==> src/rtl/regfile_wb_arbiter.sv <==
// Write-back arbiter: shares the register bank's single write path between ALU (A) and load (B) results.
// Build option WB_RR_EN: round-robin priority between A and B; when undefined, B always wins a conflict.
module regfile_wb_arbiter #(
    parameter int NREG = 8,
    parameter int DW   = 16
) (
    input  logic            CLK,
    input  logic            RST_N,
    input  logic            A_VALID,
    input  logic [2:0]      A_ADDR,
    input  logic [DW-1:0]   A_DATA,
    output logic            A_READY,
    input  logic            B_VALID,
    input  logic [2:0]      B_ADDR,
    input  logic [DW-1:0]   B_DATA,
    output logic            B_READY,
    output logic [NREG-1:0] WE_OUT,
    output logic [DW-1:0]   D_OUT,
    output logic [NREG-1:0] PEND,
    output logic [15:0]     CONFLICT_CNT
);

    logic            b_wins;
    logic            accept;
    logic [2:0]      sel_addr;
    logic [DW-1:0]   sel_data;
    logic [NREG-1:0] sel_mask;
    logic [NREG-1:0] wr_q;

`ifdef WB_RR_EN
    logic prio;  // 0 favours A, 1 favours B; points away from the last winner

    assign b_wins = prio;

    always_ff @(posedge CLK or negedge RST_N) begin
        if (!RST_N) begin
            prio <= 1'b0;
        end else if (A_READY) begin
            prio <= 1'b1;
        end else if (B_READY) begin
            prio <= 1'b0;
        end
    end
`else
    assign b_wins = 1'b1;
`endif

    // READY looks only at the valids and the priority, never at address or data.
    always_comb begin
        A_READY = A_VALID && !(B_VALID && b_wins);
        B_READY = B_VALID && !(A_VALID && !b_wins);
    end

    always_comb begin
        accept   = A_READY || B_READY;
        sel_addr = B_READY ? B_ADDR : A_ADDR;
        sel_data = B_READY ? B_DATA : A_DATA;
        // Register 0 is hardwired to zero, so its strobe is never raised.
        sel_mask = (NREG'(1) << sel_addr) & ~NREG'(1);
    end

    always_ff @(posedge CLK or negedge RST_N) begin
        if (!RST_N) begin
            wr_q         <= '0;
            D_OUT        <= '0;
            CONFLICT_CNT <= '0;
        end else begin
            // NOTE: non-blocking assignments so every register samples pre-edge values.
            if (accept) begin
                wr_q  <= sel_mask;
                D_OUT <= sel_data;
            end else begin
                wr_q  <= '0;
            end
            if (A_VALID && B_VALID && (CONFLICT_CNT != 16'hFFFF)) begin
                CONFLICT_CNT <= CONFLICT_CNT + 16'd1;
            end
        end
    end

    assign WE_OUT = wr_q;
    assign PEND   = wr_q;

endmodule
==> config.mk <==
export PLATFORM = sky130hd
export DESIGN_NAME = regfile_wb_arbiter
export DESIGN_NICKNAME = d
export VERILOG_FILES = /design/src/rtl/regfile_wb_arbiter.sv
export SDC_FILE = /design/constraint.sdc
export NUM_CORES = 1
export LEC_CHECK = 0
export CORE_MARGIN = 8
export CORE_UTILIZATION = 40
export DETAILED_ROUTE_END_ITERATION = 6
export GPL_ROUTABILITY_DRIVEN = 0
export PLACE_DENSITY = 0.79
export SLEW_MARGIN = 20
export SYNTH_ARGS = -nofsm -noshare
export SYNTH_HDL_FRONTEND = slang
export SYNTH_SLANG_ARGS = --single-unit
==> constraint.sdc <==
create_clock -name CLK -period 3.3 [get_ports CLK]
set_input_delay 0.825 -clock CLK [delete_from_list [all_inputs] [get_ports CLK]]
set_output_delay 0.825 -clock CLK [all_outputs]
set_load 0.03 [all_outputs]
==> flow_metrics.py <==
metrics = {
    "flow_run": {
        "maxCapViolCount": 0,
    },
    "worst_setup_path": {
        "setup.worst_path.start": "B_VALID",
        "rr_worst_depth": 4,
        "timing_worst_setup_path_type": "in2out",
        "crit_fanout": 6,
        "cp.required_ps": 2470,
        "end_kind": "primary output",
        "critPathMaxStageDelay_ps": 490,
        "critPathTopFamily": "buffers and inverters",
        "r2r_start": "CONFLICT_CNT[5]",
        "startpoint_type": "input pin",
        "path_cells": "clkdlybuf4s50_1 > nor2b_1 > buf_4",
        "cp_slowest_cell": "clkdlybuf4s50_1",
        "rrSetupSlack_ps": 1650,
        "crit_buf_inv": 2,
        "arrival_ps": 1740,
        "r2r-end": "CONFLICT_CNT[1]",
    },
    "drt": {
        "via_count": 1636,
        "drt-pass1-iter-count": 4,
        "drc": 0,
        "wire_per_inst_microns": 15.74,
        "vias_per_cell": 4.884,
        "routed_wl_mm": 5.274,
        "dr.first_iter.drc_count": 63,
        "postRouteAntennaNets": 0,
    },
    "placed_design": {
        "io_buffers": 89,
        "dp.cells": 327,
        "detailed_place_hpwl_mm": 3.979,
        "place_ws_ps": 723.3,
    },
    "finish": {
        "fin_util_pct": 62.28,
        "fillers": 410,
        "diodes": 0,
        "area_growth_pct": 50.71,
        "drive_gt1_share_pct": 8.955,
        "final_cells": 335,
        "fin_nets": 310,
    },
    "synthesis": {
        "ys_types": 38,
        "dominantRegCellSynth": "dfrtp_1",
        "synth_common_cells": "dfrtp_1 (39), nand2_1 (23), mux2i_1 (16), o21ai_0 (16), nor2_1 (14)",
        "yosysMostFrequentCell": "dfrtp_1",
        "synth_edf_count": 0,
        "yosys_warnings": 0,
        "syn-cell-area_sq_um": 1952,
        "syn_inst": 187,
        "synth.largest_area_cell": "dfrtp_1",
        "ys_seq_area_share_pct": 50.00,
        "synth.avg_cell_area_sq_um": 10.44,
        "async_flop_share_pct": 100.0,
        "ys_ff_latch": 39,
        "synth.area.top_cells": "dfrtp_1 (50%), mux2i_1 (8.2%), buf_4 (4.6%), nand2_1 (4.4%), o21ai_0 (4.1%)",
        "yosysTopAreaCellShare_pct": 50.00,
    },
    "power_and_ir_drop": {
        "vdd_drop_max_mv": 0.5357,
        "leakagePower_nw": 1.297,
        "powerDensity_nw_per_um2": 509.1,
    },
    "worst_hold_path": {
        "hp-start": "CONFLICT_CNT[0]",
        "hold_class": "reg2reg",
        "holdPathStages": 1,
        "whs_endpoint": "CONFLICT_CNT[0]",
    },
    "floorplan": {
        "start_util_pct": 41.32,
        "fp.coreArea_sq_um": 4723,
        "fp.dieH_microns": 85.86,
        "die_w_microns": 85.86,
        "num_rows": 25,
        "dieArea_sq_um": 7371,
        "io_pins": 92,
    },
    "clock_tree": {
        "cts_buffers": 5,
        "ctsHoldBuffers": 0,
        "root_buffer": "clkbuf_8",
        "cts_resized": 0,
        "cts_tree": "yes",
        "clock_path_buffers": 2,
        "cts_setup_buffers": 0,
        "clkSlewWorstSetupHoldPaths_ps": 70,
        "worstSkewPairLatency_ps": 300,
        "cts_sinks": 39,
        "htreeDepth": 2,
    },
    "sta": {
        "finalCriticalPeriod_ps": 2569,
        "fmax_mhz": 389.3,
        "hold_viol_final": 0,
        "tightestPinTransition_ps": 842.1,
        "fin_skew_ps": 10.98,
        "final.setup.tns_ps": 0,
        "fin_crit_sh_pct": 77.83,
        "slew_violations": 0,
        "finalSetupViolCount": 0,
        "max-slew-margin-rel_pct": 43.86,
        "fin_hold_ws_ps": 519.4,
        "worst_slack_ps": 731.4,
        "rsz0062_at_grt": "false",
    },
    "global_route": {
        "grt.overflow.total": 0,
        "grt_pass1_vias": 1724,
        "grt_pass1_wl_mm": 8.487,
        "grt_use_total_pct": 14.66,
        "grt_max_degree": 43,
        "antenna_found_initial": 0,
    },
    "run_status": {
        "status": "complete, no violations",
    },
}
-- power breakdown --
part	leakage [nW]	total (mW)	switching, mW	internal, mW
logic	0.731	0.442	0.241	0.201
registers	0.500	0.582	0.0490	0.533
clock network	0.0654	0.473	0.170	0.302
total	1.30	1.50	0.461	1.04
-- cell families (layout without fill, tap and decap cells) --
| group | after synthesis | count (layout) | share of synthesized area (%) |
|---|---|---|---|
| AO/OA/AOI/OAI | 31 | 31 | 10.00 |
| XOR/XNOR | 11 | 11 | 4.936 |
| adder cells (fa/ha/maj) | 1 | 1 | 0.6409 |
| buffers and inverters | 22 | 102 | 7.051 |
| flip-flops | 39 | 39 | 50.00 |
| multiplexers | 17 | 17 | 8.974 |
| other | 1 | 2 | 0.1921 |
| AND/OR/NAND/NOR | 65 | 65 | 18.21 |
-- state kept, by name, summed over array words and instances, names as in the netlist --
signal        cells
D_OUT            16
CONFLICT_CNT     16
PEND              7
-- area by class of cell --
type                       count  area (sq um)  area share [%]
clock inverter                 2         60.06           2.042
clock buffer                   6         72.57           2.467
inverter                       3         11.26          0.3828
timing repair buffer          91         895.9           30.46
multi-input combinational    127         842.1           28.63
sequential                    39         975.9           33.18
tap                           67         83.83           2.850
-- worst reg2reg max path: stages (launching register included) --
cell     delay, ps
dfrtp_1        440
and4_4         280
and3_1         340
a31oi_4        150
mux2_4         320
-- cell usage in the layout, fill, tap and decap left out, types with 2 or more instances in the layout --
cell / n
buf_4: 4
nand2_2: 2
nor2_1: 14
dfrtp_1: 39
nor3_1: 2
xnor2_1: 2
o21ai_0: 16
xor2_1: 9
nand3_1: 4
nand2_1: 23
and3_1: 4
clkdlybuf4s50_1: 86
clkbuf_8: 5
nor2b_1: 2
a21oi_1: 6
conb_1: 2
bufinv_16: 2
mux2i_1: 16
inv_1: 3
nor4b_2: 2
a31oi_1: 4
nand4_1: 3
-- stage by stage --
step                      total power, mW  cell area [sq um]
after floorplan                    0.8365               1956
after global placement              1.035               2809
after detailed placement            1.038               2809
after CTS                           1.509               2942
after global routing                1.575               2942
final                               1.497               2942
-- worst max-delay path by stage --
stage,to,slack [ps],cells after the start
finish,A_READY,730,3
global route,A_READY,630,3
CTS,A_READY,730,3
detailed placement,CONFLICT_CNT[13],720,6
global placement,CONFLICT_CNT[15],750,6
floorplan,A_READY,960,2
-- layer usage --
layer | vias up | global-route usage [%] | share of wire, %
li1 | 789 | - | -
met1 | 763 | 17.96 | 45
met2 | 79 | 23.55 | 46
met3 | 5 | 5.826 | 8.4
met4 | 0 | 3.344 | 0.70
met5 | - | 0 | 0
Power figures use the tool's default switching activity.
